File: src/rtl/tank_pkg.sv
// Purpose : shared constants and types for the own-tank position UART frame (framer and receiver).
// Latency : n/a (package only).
// Backpressure: n/a. Optional feature macro: TANK_FRAME_CHECKSUM_EN (adds XOR checksum byte B4).
package tank_pkg;

   localparam int POS_W = 10;
   localparam int DIR_W = 2;

   localparam logic [7:0] HEADER_BYTE = 8'hA5;

   localparam int FRAME_LEN_BASE = 4;
   localparam int FRAME_LEN_CSUM = 5;

`ifdef TANK_FRAME_CHECKSUM_EN
   localparam int FRAME_LEN   = FRAME_LEN_CSUM;
   localparam int FRAME_IDX_W = 3;
`else
   localparam int FRAME_LEN   = FRAME_LEN_BASE;
   localparam int FRAME_IDX_W = 2;
`endif

   // Power-on position of the own tank; the receiver uses the same values.
   localparam int X_POS_0 = 300;
   localparam int Y_POS_0 = 5;

   typedef enum logic [DIR_W-1:0] {
      DIR_UP    = 2'd0,
      DIR_DOWN  = 2'd1,
      DIR_LEFT  = 2'd2,
      DIR_RIGHT = 2'd3
   } dir_e;

   // Field order gives the flat vector {x, y, dir}.
   typedef struct packed {
      logic [POS_W-1:0] x;
      logic [POS_W-1:0] y;
      logic [DIR_W-1:0] dir;
   } pos_t;

   typedef enum logic [1:0] {
      IDLE = 2'd0,
      SEND = 2'd1,
      DONE = 2'd2
   } frame_state_e;

   // Byte idx of the frame built from snapshot s.
   function automatic logic [7:0] frame_byte(input pos_t s,
                                             input logic [FRAME_IDX_W-1:0] idx,
                                             input logic [7:0] hdr);
      logic [7:0] b1;
      logic [7:0] b2;
      logic [7:0] b3;
      logic [7:0] res;
      b1  = s.x[9:2];
      b2  = {s.x[1:0], s.y[9:4]};
      b3  = {s.y[3:0], s.dir, 2'b00};
      res = 8'h00;
      case (idx)
         FRAME_IDX_W'(0): res = hdr;
         FRAME_IDX_W'(1): res = b1;
         FRAME_IDX_W'(2): res = b2;
         FRAME_IDX_W'(3): res = b3;
`ifdef TANK_FRAME_CHECKSUM_EN
         FRAME_IDX_W'(4): res = b1 ^ b2 ^ b3;
`endif
         default:         res = 8'h00;
      endcase
      return res;
   endfunction

endpackage

File: src/rtl/tank_frame_refresh_timer.sv
// Purpose : free-running refresh counter and refresh_pending flag that forces periodic position frames.
// Latency : refresh_pending rises on the edge where the counter wraps, or on any edge while in menu mode.
// Backpressure: none; the counter runs regardless of the frame in flight.
// Ports: clk, rst (sync, active-low), select_mode (count enable; 0 clears counter and arms pending),
//        frame_start (clears pending), refresh_pending (request for one frame).
module tank_frame_refresh_timer #(
   parameter int REFRESH_CYCLES = 1000000,
   parameter int TIMER_W        = 24
) (
   input  logic clk,
   input  logic rst,
   input  logic select_mode,
   input  logic frame_start,
   output logic refresh_pending
);

   logic [TIMER_W-1:0] timer;
   logic               wrap;

   assign wrap = select_mode && (timer == TIMER_W'(REFRESH_CYCLES - 1));

   always_ff @(posedge clk) begin
      if (!rst) begin
         timer           <= '0;
         refresh_pending <= 1'b1;
      end else begin
         if (!select_mode || wrap) begin
            timer <= '0;
         end else begin
            timer <= timer + TIMER_W'(1);
         end
         // Holding pending set in menu mode makes the first game-mode cycle send a frame.
         // A wrap coinciding with a frame start wins, giving at most one extra frame.
         if (wrap || !select_mode) begin
            refresh_pending <= 1'b1;
         end else if (frame_start) begin
            refresh_pending <= 1'b0;
         end
      end
   end

endmodule

File: src/rtl/tank_pos_uart_framer.sv
// Purpose : packs own-tank {x, y, dir} into a HEADER-led byte frame and streams it to the UART TX.
// Latency : first byte valid 1 cycle after a change/refresh trigger; one byte per accepted handshake.
// Backpressure: tx_valid/tx_data hold while tx_ready is low; inputs are ignored until the frame ends.
// Ports: clk, rst (sync, active-low), select_mode (1 = game, frames enabled), xpos_tank/ypos_tank/
//        direction_tank (position in), tx_ready/tx_valid/tx_data (byte handshake to UART),
//        frame_done (pulse after last byte accepted), busy (frame in progress).
// Optional macro TANK_FRAME_CHECKSUM_EN appends B4 = B1 ^ B2 ^ B3.
module tank_pos_uart_framer
   import tank_pkg::*;
#(
   parameter logic [7:0] HEADER         = HEADER_BYTE,
   parameter int         REFRESH_CYCLES = 1000000,
   parameter int         TIMER_W        = 24
) (
   input  logic             clk,
   input  logic             rst,
   input  logic             select_mode,
   input  logic [POS_W-1:0] xpos_tank,
   input  logic [POS_W-1:0] ypos_tank,
   input  logic [DIR_W-1:0] direction_tank,
   input  logic             tx_ready,
   output logic             tx_valid,
   output logic [7:0]       tx_data,
   output logic             frame_done,
   output logic             busy
);

   localparam logic [FRAME_IDX_W-1:0] LAST_IDX = FRAME_IDX_W'(FRAME_LEN - 1);

   frame_state_e           state;
   frame_state_e           state_nxt;
   logic [FRAME_IDX_W-1:0] idx;
   pos_t                   cur;
   pos_t                   snap;
   pos_t                   last_sent;
   logic                   refresh_pending;
   logic                   changed;
   logic                   start;
   logic                   accept;
   logic                   last_byte;

   assign cur       = '{x: xpos_tank, y: ypos_tank, dir: direction_tank};
   assign changed   = (cur != last_sent);
   assign start     = (state == IDLE) && select_mode && (changed || refresh_pending);
   assign accept    = (state == SEND) && tx_ready;
   assign last_byte = (idx == LAST_IDX);

   tank_frame_refresh_timer #(
      .REFRESH_CYCLES (REFRESH_CYCLES),
      .TIMER_W        (TIMER_W)
   ) u_refresh (
      .clk             (clk),
      .rst             (rst),
      .select_mode     (select_mode),
      .frame_start     (start),
      .refresh_pending (refresh_pending)
   );

   // State register plus the frame datapath registers that move with it.
   always_ff @(posedge clk) begin
      if (!rst) begin
         state     <= IDLE;
         idx       <= '0;
         snap      <= '0;
         last_sent <= '0;
      end else begin
         state <= state_nxt;
         if (start) begin
            // The snapshot freezes the frame; later input changes wait for the next frame.
            snap      <= cur;
            last_sent <= cur;
            idx       <= '0;
         end else if (accept && !last_byte) begin
            idx <= idx + FRAME_IDX_W'(1);
         end
      end
   end

   always_comb begin
      state_nxt = state;
      case (state)
         IDLE:    if (start) state_nxt = SEND;
         SEND:    if (accept && last_byte) state_nxt = DONE;
         DONE:    state_nxt = IDLE;
         default: state_nxt = IDLE;
      endcase
   end

   // Outputs decode registered state only, so they change just on clock edges.
   always_comb begin
      tx_valid   = 1'b0;
      tx_data    = 8'h00;
      frame_done = 1'b0;
      busy       = 1'b0;
      case (state)
         SEND: begin
            tx_valid = 1'b1;
            tx_data  = frame_byte(snap, idx, HEADER);
            busy     = 1'b1;
         end
         DONE: begin
            frame_done = 1'b1;
            busy       = 1'b1;
         end
         default: ;
      endcase
   end

endmodule

File: config.mk
export PLATFORM = sky130hd
export DESIGN_NAME = tank_pos_uart_framer
export DESIGN_NICKNAME = d
export VERILOG_FILES = /design/src/rtl/tank_pkg.sv /design/src/rtl/tank_frame_refresh_timer.sv /design/src/rtl/tank_pos_uart_framer.sv
export SDC_FILE = /design/constraint.sdc
export NUM_CORES = 1
export LEC_CHECK = 0
export CELL_PAD_IN_SITES_DETAIL_PLACEMENT = 1
export CELL_PAD_IN_SITES_GLOBAL_PLACEMENT = 2
export CORE_AREA = 3 3 95 106
export DETAILED_ROUTE_END_ITERATION = 7
export DIE_AREA = 0 0 98 109
export PLACE_DENSITY_LB_ADDON = 0.1
export SLEW_MARGIN = 15
export SYNTH_ARGS = -nofsm -noshare
export SYNTH_HDL_FRONTEND = slang
export SYNTH_SLANG_ARGS = --single-unit
File: constraint.sdc
create_clock -name clk -period 4.33 [get_ports clk]
set_input_delay 1.299 -clock clk [delete_from_list [all_inputs] [get_ports clk]]
set_output_delay 1.299 -clock clk [all_outputs]
set_load 0.05 [all_outputs]
==> impl_table.tex, run 1 <==
\begin{tabular}{lr}
\hline
Metric & Value \\
\hline
\multicolumn{2}{l}{\textbf{GRT}} \\
Global-route wire length before repair & 15300 µm \\
Via count of the first global-routing pass & 3120 \\
Largest net degree at the start of global routing & 46 \\
Number of antenna violations at the first check in global routing & 0 \\
GRT Residual Overflow & 0 \\
Global routing usage summed across all routing layers & 0.175 \\
\multicolumn{2}{l}{\textbf{Clocking}} \\
Clock latency at the later pin of the worst-skew pair & 0.31 ns \\
Clock root cell & sky130\_fd\_sc\_hd\_\_clkbuf\_8 \\
Clock transition at the register clock pins on the worst setup and hold paths after CTS & 0.10 ns \\
Number of buffers inserted during clock tree synthesis & 5 \\
CTS sink cnt & 51 \\
Clock buffer depth & 2 \\
Number of buffers inserted for hold repair after clock tree synthesis & 0 \\
Count of buffers added by post-CTS timing repair for setup & 0 \\
Number of H-tree levels & 2 \\
Clock tree from TritonCTS & yes \\
CTS resizes & 0 \\
\multicolumn{2}{l}{\textbf{Min path}} \\
Worst hold path startpoint & u\_refresh.timer[0]\$\_SDFF\_PP0\_ \\
HP Class & flip-flop to flip-flop \\
\multicolumn{2}{l}{\textbf{Pwr}} \\
Switching Fraction & 0.370 \\
Reg power frac & 0.422 \\
Clock network power share & 0.238 \\
Pwr/cell area & 384 nW/µm² \\
Leakage component of the power & 1.41 nW \\
Worst supply voltage drop on vdd & 0.000132 V \\
Combinational share of power & 0.340 \\
Internal power contribution & 0.000887 W \\
Sw Pwr & 0.000521 W \\
\multicolumn{2}{l}{\textbf{STA}} \\
Final worst-path setup slack & 0.504 ns \\
Slew Limit Headroom & 0.534 \\
Worst-case hold slack & 0.472 ns \\
Aggregate negative setup slack & 0 ns \\
RSZ-0062 raised after global routing & false \\
Final Critical Period & 3.83 ns \\
Maximum clock skew at final layout & 0.00345 ns \\
Count of final hold-check violations & 0 \\
Slew of the pin with the lowest slew margin & 0.697 ns \\
Final number of setup-violating endpoints & 0 \\
Fmax & 0.261 GHz \\
Pins Over Slew Limit & 0 \\
Final Cycle Share & 0.884 \\
\multicolumn{2}{l}{\textbf{Detailed routing}} \\
Via count & 2998 \\
Routed via count divided by cell count & 5.51 \\
1st-iter DRT viols & 82 \\
Final Routed Wirelength & 9170 µm \\
Detailed-route wire length per cell & 16.9 µm \\
DRC violation count after routing & 0 \\
Post-route antenna net violation count & 0 \\
Router iterations before antenna repair & 4 \\
\multicolumn{2}{l}{\textbf{Critical path}} \\
Arrival time reported for the critical path endpoint & 2.53 ns \\
Delay-heaviest family, CP & buffers and inverters \\
Cells along the critical path & ha\_1 -> a22oi\_1 -> a21boi\_0 -> clkdlybuf4s50\_1 \\
Highest fanout seen on the critical path & 8 \\
Slowest stage delay, CP & 0.88 ns \\
Reg2Reg Launch Point & last\_sent[8]\$\_SDFFE\_PN0P\_ \\
Slowest library cell on the worst path & sky130\_fd\_sc\_hd\_\_clkdlybuf4s50\_1 \\
Kind of end point of the critical path & primary output \\
Crit path required time & 3.03 ns \\
Buffers and inverters on the worst path & 1 \\
Worst setup startpoint & idx[0]\$\_SDFFE\_PP0P\_ \\
Classification of the worst setup path & flip-flop to primary output \\
Category of the worst setup path launch point & flip-flop \\
\multicolumn{2}{l}{\textbf{Synth}} \\
Total standard cell area after synthesis & 3140 µm² \\
Syn nets & 441 \\
Yosys top cell by area & sky130\_fd\_sc\_hd\_\_dfxtp\_1 \\
Synthesized-area fraction occupied by and/or/nand/nor cells & 0.334 \\
Average size of a mapped cell & 7.72 µm² \\
Yosys cell types & 41 \\
Compound-cell area share of the yosys netlist & 0.129 \\
Flip-flop cell with the highest count after synthesis & sky130\_fd\_sc\_hd\_\_dfxtp\_1 \\
Synth top area share & 0.325 \\
Synth async-reset ratio & 0 \\
Yosys synthesis warning count & 0 \\
Yosys reg bits & 51 \\
Area share of xor/xnor cells in the synthesized design & 0.125 \\
Cells taking the most area after synthesis & sky130\_fd\_sc\_hd\_\_dfxtp\_1 33\%, sky130\_fd\_sc\_hd\_\_xor2\_1 8.9\%, sky130\_fd\_sc\_hd\_\_nor2\_1 6.5\% \\
Post-Synthesis Cells & 407 \\
Largest family of logic cells by synthesized area & simple AND/OR/NAND/NOR gates \\
Most frequently used cell type in the post-synthesis netlist & sky130\_fd\_sc\_hd\_\_nor2\_1 \\
Number of enable flip-flop cells after synthesis & 0 \\
Part of the Yosys area used for sequential elements & 0.325 \\
Share of synthesized cell area in full adder, half adder and majority cells & 0.0319 \\
Top post-synthesis cells by count & 54 x sky130\_fd\_sc\_hd\_\_nor2\_1, 51 x sky130\_fd\_sc\_hd\_\_dfxtp\_1, 38 x sky130\_fd\_sc\_hd\_\_nand2\_1 \\
Multiplexer share of the synthesized area & 0 \\
\multicolumn{2}{l}{\textbf{Placement}} \\
Detail Placement HPWL & 6590 µm \\
Gpl congestion & 0.788 \\
Worst slack at placement & 0.640 ns \\
Port-buffer cells & 36 \\
Placed standard-cell area & 3560 µm² \\
\multicolumn{2}{l}{\textbf{Finish}} \\
Area Overhead vs Synth & 16.8\% \\
Layout cells sized above 1 & 0.0465 \\
Number of fill cells & 1096 \\
Finished Core Util & 0.409 \\
Final standard cell area without fillers & 3670 µm² \\
N\_diodes & 0 \\
NumNets Final & 464 \\
\multicolumn{2}{l}{\textbf{Floorplan}} \\
I/O pins & 37 \\
Core region area & 8960 µm² \\
Initial core utilization & 0.350 \\
Area enclosed by the die boundary & 10700 µm² \\
Placement row count & 36 \\
DIE WIDTH & 98 µm \\
Vert. Die Dim & 109 µm \\
\multicolumn{2}{l}{\textbf{Outcome}} \\
Status & completed \\
\multicolumn{2}{l}{\textbf{Run}} \\
Reported max-cap violation count & 0 \\
\hline
\end{tabular}
-- cells in the final DEF (no fill, tap or decap), types with 2 or more instances in the layout --
cell type                         count
sky130_fd_sc_hd__nand2_1             38
sky130_fd_sc_hd__nand3_1             29
sky130_fd_sc_hd__and2_1               2
sky130_fd_sc_hd__nand4_1              8
sky130_fd_sc_hd__nor3_1               3
sky130_fd_sc_hd__nand2b_1             3
sky130_fd_sc_hd__and4_1               2
sky130_fd_sc_hd__a21oi_1             26
sky130_fd_sc_hd__clkdlybuf4s50_1     36
sky130_fd_sc_hd__a22oi_1              4
sky130_fd_sc_hd__inv_1                6
sky130_fd_sc_hd__and3_1              28
sky130_fd_sc_hd__clkbuf_8             5
sky130_fd_sc_hd__xor2_1              32
sky130_fd_sc_hd__nor2_1              54
sky130_fd_sc_hd__a222oi_1             3
sky130_fd_sc_hd__or4_1               22
sky130_fd_sc_hd__buf_4                9
sky130_fd_sc_hd__xnor2_1             13
sky130_fd_sc_hd__nor4_1               7
sky130_fd_sc_hd__o21ai_0             22
sky130_fd_sc_hd__dfxtp_1             51
sky130_fd_sc_hd__ha_1                 8
sky130_fd_sc_hd__a21boi_0             3
-- state kept, by name (all words and copies together) (netlist names) --
name,count
state,2
last_sent,22
u_refresh.refresh_pending,1
u_refresh.timer,24
idx,2
-- routing by layer --
| layer | wire length, µm | part of all wire | GRT usage | vias up |
|---|---|---|---|---|
| met5 | 0 | 0 | 0 | - |
| met4 | 112 | 0.012 | 0.0425 | 0 |
| met3 | 153 | 0.017 | 0.0224 | 9 |
| met2 | 4830 | 0.53 | 0.331 | 29 |
| met1 | 4070 | 0.44 | 0.209 | 1475 |
| li1 | - | - | - | 1485 |
-- worst reg2reg max path, delay by kind of cell, from the launching register on --
kind	cells	cell delay (ns)
flops	1	0.35
simple gates	4	1.38
buf+inv	1	0.37
xor+xnor	1	0.17
-- path summary, 6_finish.rpt --
path	endpoint	slack [ns]	cells after the start
worst max register to register	last_sent[18]$_SDFFE_PN0P_	2.02	6
worst min-delay path	u_refresh.timer[0]$_SDFF_PP0_	0.47	1
worst min register to register	u_refresh.timer[0]$_SDFF_PP0_	0.47	1
worst max-delay path	tx_data[2]	0.50	4
-- through the flow --
step / total power, W / instances
finish: 0.00141 / 544
global route: 0.00149 / 544
CTS: 0.00143 / 544
detailed placement: 0.00109 / 537
global placement: 0.00108 / 537
floorplan: 0.000925 / 407
-- final cells by class --
cell class	count	area (µm²)	area share
timing repair buffer	45	428	0.117
clock buffer	5	68.8	0.0188
sequential	51	1020	0.278
inverter	6	22.5	0.00614
clock inverter	2	37.5	0.0102
tap	114	143	0.0389
multi-input combinational	321	1950	0.531
-- cells by family (layout without fill, tap and decap cells) --
logic type	Yosys count	count (layout)
flops	51	51
fa+ha+maj	8	8
simple gates	202	202
xor+xnor	45	45
buf+inv	35	58
compound gates	66	66
-- power groups by stage --
stage,Clock (W),Combinational [W],Sequential [W]
floorplan,0,0.000341,0.000585
global placement,0,0.000478,0.000604
detailed placement,0,0.000483,0.000605
CTS,0.000353,0.000486,0.000594
global route,0.000362,0.000528,0.000602
finish,0.000335,0.000479,0.000594
Note: power is estimated with default switching activity, not from simulation.
==> inputs of run 2 (changes only) <==
Clock period 4.33 ns to 4.8 ns, I/O delays scaled along.
==> run 2 against run 1 <==
Clock-buffer cell count stayed put. Global-route usage is 0.24 points higher. Non-clock buffer count is 3 lower. Core utilization is 0.15 points lower. Critical path depth is 1 higher. First-iteration DRC count is 140% higher. Via count is 0.10% lower. Combinational power is 9.2% lower. Sequential share of layout area is 0.10 points higher. Critical endpoint unchanged. Largest cell class unchanged.
==> impl_table.tex, run 2 (synthesis results as in run 1) <==
\begin{tabular}{lr}
\hline
Metric & Value \\
\hline
\multicolumn{2}{l}{\textbf{Outcome}} \\
Status & completed (unchanged) \\
\multicolumn{2}{l}{\textbf{STA}} \\
Maximum clock skew at final layout & 0.00676 ns (was 0.00345 ns) \\
Count of final hold-check violations & 0 (unchanged) \\
Slew of the pin with the lowest slew margin & 0.679 ns (was 0.697 ns) \\
Pins Over Slew Limit & 0 (unchanged) \\
Final Critical Period & 4.06 ns \\
RSZ-0062 raised after global routing & false (unchanged) \\
Final number of setup-violating endpoints & 0 (unchanged) \\
Final Cycle Share & 0.846 \\
Worst-case hold slack & 0.468 ns (was 0.472 ns) \\
Slew Limit Headroom & 0.545 (was 0.534) \\
Final worst-path setup slack & 0.741 ns (was 0.504 ns) \\
Fmax & 0.246 GHz \\
Aggregate negative setup slack & 0 ns (unchanged) \\
\multicolumn{2}{l}{\textbf{Pwr}} \\
Clock network power share & 0.238 (about the same) \\
Internal power contribution & 0.000799 W (was 0.000887 W) \\
Leakage component of the power & 1.41 nW (about the same) \\
Combinational share of power & 0.341 (was 0.340) \\
Pwr/cell area & 349 nW/µm² (was 384 nW/µm²) \\
Sw Pwr & 0.000477 W (was 0.000521 W) \\
Reg power frac & 0.421 (was 0.422) \\
Worst supply voltage drop on vdd & 0.000148 V (was 0.000132 V) \\
Switching Fraction & 0.374 (was 0.370) \\
\multicolumn{2}{l}{\textbf{Floorplan}} \\
Area enclosed by the die boundary & 10700 µm² (unchanged) \\
Placement row count & 36 (unchanged) \\
Vert. Die Dim & 109 µm (unchanged) \\
I/O pins & 37 (unchanged) \\
Initial core utilization & 0.350 (unchanged) \\
Core region area & 8960 µm² (unchanged) \\
DIE WIDTH & 98 µm (unchanged) \\
\multicolumn{2}{l}{\textbf{Placement}} \\
Gpl congestion & 0.742 (was 0.788) \\
Detail Placement HPWL & 6510 µm (was 6590 µm) \\
Worst slack at placement & 0.979 ns (was 0.640 ns) \\
Port-buffer cells & 36 (unchanged) \\
\multicolumn{2}{l}{\textbf{Finish}} \\
Layout cells sized above 1 & 0.0398 (was 0.0465) \\
Registers with the most flip-flops & u\_refresh.timer: 24 flops, last\_sent: 22 flops (unchanged) \\
Number of flip-flops under the largest register name & 24 (unchanged) \\
Number of fill cells & 1106 (was 1096) \\
Commonest non-fill, non-tap cells in the layout & 54 x sky130\_fd\_sc\_hd\_\_nor2\_1, 51 x sky130\_fd\_sc\_hd\_\_dfxtp\_1, 38 x sky130\_fd\_sc\_hd\_\_nand2\_1 (unchanged) \\
NumNets Final & 461 (was 464) \\
Area Overhead vs Synth & 16.3\% (was 16.8\%) \\
Leading cell type in the layout, fill and taps excluded & sky130\_fd\_sc\_hd\_\_nor2\_1 (unchanged) \\
FF/Latch Area & 1020 µm² (unchanged) \\
Register with the most flip-flops & u\_refresh.timer (unchanged) \\
N\_diodes & 0 (unchanged) \\
Total area of multi-input combinational cells & 1960 µm² (was 1950 µm²) \\
\multicolumn{2}{l}{\textbf{Detailed routing}} \\
1st-iter DRT viols & 193 (was 82) \\
Via count & 2995 (was 2998) \\
DRC violation count after routing & 0 (unchanged) \\
Routed via count divided by cell count & 5.54 (was 5.51) \\
Post-route antenna net violation count & 0 (unchanged) \\
Final Routed Wirelength & 9240 µm (was 9170 µm) \\
Detailed-route wire length per cell & 17.1 µm (was 16.9 µm) \\
Router iterations before antenna repair & 4 (unchanged) \\
\multicolumn{2}{l}{\textbf{Critical path}} \\
Arrival time reported for the critical path endpoint & 2.62 ns (was 2.53 ns) \\
Kind of end point of the critical path & primary output (unchanged) \\
Category of the worst setup path launch point & flip-flop (unchanged) \\
Crit path required time & 3.36 ns (was 3.03 ns) \\
Highest fanout seen on the critical path & 8 (unchanged) \\
Classification of the worst setup path & flip-flop to primary output (unchanged) \\
\multicolumn{2}{l}{\textbf{GRT}} \\
Largest net degree at the start of global routing & 48 (was 46) \\
Via count of the first global-routing pass & 3087 (was 3120) \\
Global routing usage summed across all routing layers & 0.177 (was 0.175) \\
Global-route wire length before repair & 15300 µm (about the same) \\
GRT Residual Overflow & 0 (unchanged) \\
Number of antenna violations at the first check in global routing & 0 (unchanged) \\
\multicolumn{2}{l}{\textbf{Min path}} \\
HP Class & flip-flop to flip-flop (unchanged) \\
\multicolumn{2}{l}{\textbf{Clocking}} \\
Number of buffers inserted for hold repair after clock tree synthesis & 0 (unchanged) \\
Clock latency at the later pin of the worst-skew pair & 0.31 ns (about the same) \\
Clock tree from TritonCTS & yes (unchanged) \\
Count of buffers added by post-CTS timing repair for setup & 0 (unchanged) \\
Number of buffers inserted during clock tree synthesis & 5 (unchanged) \\
Clock root cell & sky130\_fd\_sc\_hd\_\_clkbuf\_8 (unchanged) \\
Clock buffer depth & 2 (unchanged) \\
CTS resizes & 0 (unchanged) \\
Clock transition at the register clock pins on the worst setup and hold paths after CTS & 0.10 ns (about the same) \\
CTS sink cnt & 51 (unchanged) \\
Number of H-tree levels & 2 (unchanged) \\
\multicolumn{2}{l}{\textbf{Run}} \\
Reported max-cap violation count & 0 (unchanged) \\
\hline
\end{tabular}
-- run 2: cell types whose count changed in the layout (fill, tap and decap cells not counted), sizes merged --
| cell | change |
|---|---|
| buf | -3 |
-- run 2: power groups by stage --
stage               Combinational (W)  Clock, W  Sequential (W)
floorplan                    0.000308         0        0.000527
global placement             0.000431         0        0.000548
detailed placement           0.000438         0        0.000547
CTS                          0.000440  0.000315        0.000538
global route                 0.000479  0.000328        0.000545
finish                       0.000435  0.000304        0.000537
-- run 2: worst max-delay path, cell delays in order (launching register included) --
cell and delay [ns]:
sky130_fd_sc_hd__dfxtp_1 0.35, sky130_fd_sc_hd__inv_1 0.10, sky130_fd_sc_hd__ha_1 0.45, sky130_fd_sc_hd__a22oi_1 0.16, sky130_fd_sc_hd__a21boi_0 0.37, sky130_fd_sc_hd__clkdlybuf4s50_1 0.88
-- run 2: final cells by class --
cell class,instances,share of cell area
timing repair buffer,42,0.111
tap,114,0.0390
clock buffer,5,0.0188
clock inverter,2,0.0103
inverter,6,0.00616
sequential,51,0.279
multi-input combinational,321,0.535
-- run 2: per-stage QoR --
step / area [µm²] / std cells / util / total power (W)
3_3_place_gp: 3540 / 534 / 0.395 / 0.000979
5_1_grt: 3650 / 541 / 0.408 / 0.00135
2_1_floorplan: 3140 / 407 / - / 0.000835
6_report: 3650 / 541 / 0.408 / 0.00128
3_5_place_dp: 3540 / 534 / 0.395 / 0.000985
4_1_cts: 3640 / 541 / 0.407 / 0.00129
-- run 2: final timing paths --
| kind | from | endpoint | slack [ns] | cells past startpoint |
|---|---|---|---|---|
| worst max-delay path | idx[1]$_SDFFE_PP0P_ | tx_data[2] | 0.74 | 5 |
| worst min-delay path | u_refresh.timer[0]$_SDFF_PP0_ | u_refresh.timer[0]$_SDFF_PP0_ | 0.47 | 1 |
| worst max register to register | last_sent[2]$_SDFFE_PN0P_ | last_sent[21]$_SDFFE_PN0P_ | 2.48 | 6 |
| worst min register to register | u_refresh.timer[0]$_SDFF_PP0_ | u_refresh.timer[0]$_SDFF_PP0_ | 0.47 | 1 |
-- run 2: routing by layer --
| layer | track usage | routed length [µm] |
|---|---|---|
| met1 | 0.217 | 4070 |
| met3 | 0.0250 | 289 |
| met5 | 0 | 0 |
| met2 | 0.325 | 4750 |
| met4 | 0.0475 | 133 |
==> inputs of run 3 (changes only) <==
Settings changed: CORE_AREA 3 3 95 106 to 3 3 102 114, DIE_AREA 0 0 98 109 to 0 0 105 117.
Clock period 4.8 ns to 3.66 ns, I/O delays scaled along.
==> run 3 against run 2 <==
Sequential power increased by 32%. Largest cell class unchanged. First-iteration DRC count is 42% lower. Power grew 45%. Core utilization down 4.6 points. Worst setup slack got worse by 0.56 ns. Wire length grew 1.2%. Global-route usage is 1.5 points lower. Sequential cell count unchanged.
==> impl_table.tex, run 3 (synthesis results as in run 1) <==
\begin{tabular}{lr}
\hline
Metric & Value \\
\hline
\multicolumn{2}{l}{\textbf{Finish}} \\
Register with the most flip-flops & u\_refresh.timer (unchanged) \\
Area Overhead vs Synth & 20.2\% (was 16.3\%) \\
Number of flip-flops under the largest register name & 24 (unchanged) \\
Total area of multi-input combinational cells & 1950 µm² (was 1960 µm²) \\
Number of fill cells & 1274 (was 1106) \\
FF/Latch Area & 1020 µm² (unchanged) \\
Leading cell type in the layout, fill and taps excluded & sky130\_fd\_sc\_hd\_\_nor2\_1 (unchanged) \\
NumNets Final & 464 (was 461) \\
Commonest non-fill, non-tap cells in the layout & 54 x sky130\_fd\_sc\_hd\_\_nor2\_1, 51 x sky130\_fd\_sc\_hd\_\_dfxtp\_1, 38 x sky130\_fd\_sc\_hd\_\_nand2\_1 (unchanged) \\
Registers with the most flip-flops & u\_refresh.timer: 24 flops, last\_sent: 22 flops (unchanged) \\
Layout cells sized above 1 & 0.0487 (was 0.0398) \\
N\_diodes & 0 (unchanged) \\
\multicolumn{2}{l}{\textbf{Clocking}} \\
Number of buffers inserted during clock tree synthesis & 5 (unchanged) \\
CTS sink cnt & 51 (unchanged) \\
Clock latency at the later pin of the worst-skew pair & 0.30 ns (was 0.31 ns) \\
Clock buffer depth & 2 (unchanged) \\
Clock tree from TritonCTS & yes (unchanged) \\
Clock root cell & sky130\_fd\_sc\_hd\_\_clkbuf\_16 (was sky130\_fd\_sc\_hd\_\_clkbuf\_8) \\
Number of H-tree levels & 2 (unchanged) \\
Number of buffers inserted for hold repair after clock tree synthesis & 0 (unchanged) \\
CTS resizes & 0 (unchanged) \\
Count of buffers added by post-CTS timing repair for setup & 0 (unchanged) \\
Clock transition at the register clock pins on the worst setup and hold paths after CTS & 0.07 ns (was 0.10 ns) \\
\multicolumn{2}{l}{\textbf{Pwr}} \\
Worst supply voltage drop on vdd & 0.000189 V (was 0.000148 V) \\
Combinational share of power & 0.305 (was 0.341) \\
Leakage component of the power & 1.45 nW (was 1.41 nW) \\
Clock network power share & 0.311 (was 0.238) \\
Internal power contribution & 0.00119 W (was 0.000799 W) \\
Pwr/cell area & 489 nW/µm² (was 349 nW/µm²) \\
Reg power frac & 0.384 (was 0.421) \\
Sw Pwr & 0.000652 W (was 0.000477 W) \\
Switching Fraction & 0.353 (was 0.374) \\
\multicolumn{2}{l}{\textbf{GRT}} \\
Met2 track demand over resource in global routing & 0.293 (was 0.325) \\
GRT Max-Usage Layer & met2 (unchanged) \\
Global routing usage summed across all routing layers & 0.162 (was 0.177) \\
Via count of the first global-routing pass & 3141 (was 3087) \\
Met3 demand-to-capacity share in global routing & 0.0274 (was 0.0250) \\
Global-route met1 utilization & 0.194 (was 0.217) \\
Largest net degree at the start of global routing & 51 (was 48) \\
Global-route wire length before repair & 15900 µm (was 15300 µm) \\
Number of antenna violations at the first check in global routing & 0 (unchanged) \\
GRT Residual Overflow & 0 (unchanged) \\
\multicolumn{2}{l}{\textbf{Detailed routing}} \\
1st-iter DRT viols & 111 (was 193) \\
Router iterations before antenna repair & 5 (was 4) \\
Final Routed Wirelength & 9360 µm (was 9240 µm) \\
DRC violation count after routing & 0 (unchanged) \\
Routed via count divided by cell count & 5.17 (was 5.54) \\
Post-route antenna net violation count & 0 (unchanged) \\
Detailed-route wire length per cell & 16.3 µm (was 17.1 µm) \\
Via count & 2966 (was 2995) \\
\multicolumn{2}{l}{\textbf{STA}} \\
Pins Over Slew Limit & 0 (unchanged) \\
Count of final hold-check violations & 0 (unchanged) \\
Slew of the pin with the lowest slew margin & 0.693 ns (was 0.679 ns) \\
Final number of setup-violating endpoints & 0 (unchanged) \\
Final Critical Period & 3.48 ns \\
RSZ-0062 raised after global routing & false (unchanged) \\
Worst-case hold slack & 0.461 ns (was 0.468 ns) \\
Fmax & 0.287 GHz \\
Final worst-path setup slack & 0.181 ns (was 0.741 ns) \\
Aggregate negative setup slack & 0 ns (unchanged) \\
Maximum clock skew at final layout & 0.00402 ns (was 0.00676 ns) \\
Slew Limit Headroom & 0.537 (was 0.545) \\
Final Cycle Share & 0.951 \\
\multicolumn{2}{l}{\textbf{Floorplan}} \\
Area enclosed by the die boundary & 12300 µm² (was 10700 µm²) \\
Initial core utilization & 0.301 (was 0.350) \\
Vert. Die Dim & 117 µm (was 109 µm) \\
Placement row count & 39 (was 36) \\
Core region area & 10400 µm² (was 8960 µm²) \\
DIE WIDTH & 105 µm (was 98 µm) \\
I/O pins & 37 (unchanged) \\
\multicolumn{2}{l}{\textbf{Critical path}} \\
Classification of the worst setup path & flip-flop to primary output (unchanged) \\
Arrival time reported for the critical path endpoint & 2.38 ns (was 2.62 ns) \\
Crit path required time & 2.56 ns (was 3.36 ns) \\
Category of the worst setup path launch point & flip-flop (unchanged) \\
Highest fanout seen on the critical path & 5 (was 8) \\
Kind of end point of the critical path & primary output (unchanged) \\
\multicolumn{2}{l}{\textbf{Run}} \\
Reported max-cap violation count & 0 (unchanged) \\
\multicolumn{2}{l}{\textbf{Outcome}} \\
Status & completed (unchanged) \\
\multicolumn{2}{l}{\textbf{Placement}} \\
Port-buffer cells & 36 (unchanged) \\
Gpl congestion & 0.738 (was 0.742) \\
Detail Placement HPWL & 6580 µm (was 6510 µm) \\
Worst slack at placement & 0.465 ns (was 0.979 ns) \\
\multicolumn{2}{l}{\textbf{Min path}} \\
HP Class & flip-flop to flip-flop (unchanged) \\
\hline
\end{tabular}
[run 3: routing by layer]
layer / wire length [µm] / vias to the layer above / part of all wire
li1: - / 1486 / -
met2: 4550 / 40 / 0.49
met5: 0 / - / 0
met1: 4370 / 1426 / 0.47
met3: 235 / 14 / 0.025
met4: 196 / 0 / 0.021
[run 3: final timing paths]
| kind | from | to | slack, ns | cells after the start |
|---|---|---|---|---|
| worst max-delay path | idx[0]$_SDFFE_PP0P_ | tx_data[3] | 0.18 | 5 |
| worst min-delay path | u_refresh.timer[0]$_SDFF_PP0_ | u_refresh.timer[0]$_SDFF_PP0_ | 0.46 | 1 |
| worst max register to register | last_sent[21]$_SDFFE_PN0P_ | state[1]$_SDFFE_PN0P_ | 1.68 | 6 |
| worst min register to register | u_refresh.timer[0]$_SDFF_PP0_ | u_refresh.timer[0]$_SDFF_PP0_ | 0.46 | 1 |
[run 3: final cells by class]
cell class,instances,area share
multi-input combinational,321,0.516
timing repair buffer,45,0.113
clock buffer,6,0.0368
tap,143,0.0474
clock inverter,2,0.0103
inverter,6,0.00597
sequential,51,0.270
[run 3: per-stage QoR]
step	power (W)	util	cell area (µm²)	std cells
global route	0.00196	0.361	3770	574
floorplan	0.00109	-	3140	407
finish	0.00184	0.361	3770	574
CTS	0.00189	0.361	3770	574
global placement	0.00128	0.344	3600	566
detailed placement	0.00129	0.344	3600	566
[run 3: power by group through the flow]
stage	combinational [W]	clock, W	sequential (W)
after global routing	0.000625	0.000612	0.000721
final	0.000562	0.000574	0.000708
after floorplan	0.000403	0	0.000692
after CTS	0.000572	0.000607	0.000710
after detailed placement	0.000569	0	0.000722
after global placement	0.000559	0	0.000722
[run 3: critical path: stages (launching register included)]
cell and delay [ns]:
sky130_fd_sc_hd__dfxtp_1 0.41, sky130_fd_sc_hd__inv_1 0.09, sky130_fd_sc_hd__ha_1 0.29, sky130_fd_sc_hd__nand2b_1 0.25, sky130_fd_sc_hd__nor2_1 0.21, sky130_fd_sc_hd__clkdlybuf4s50_1 0.83
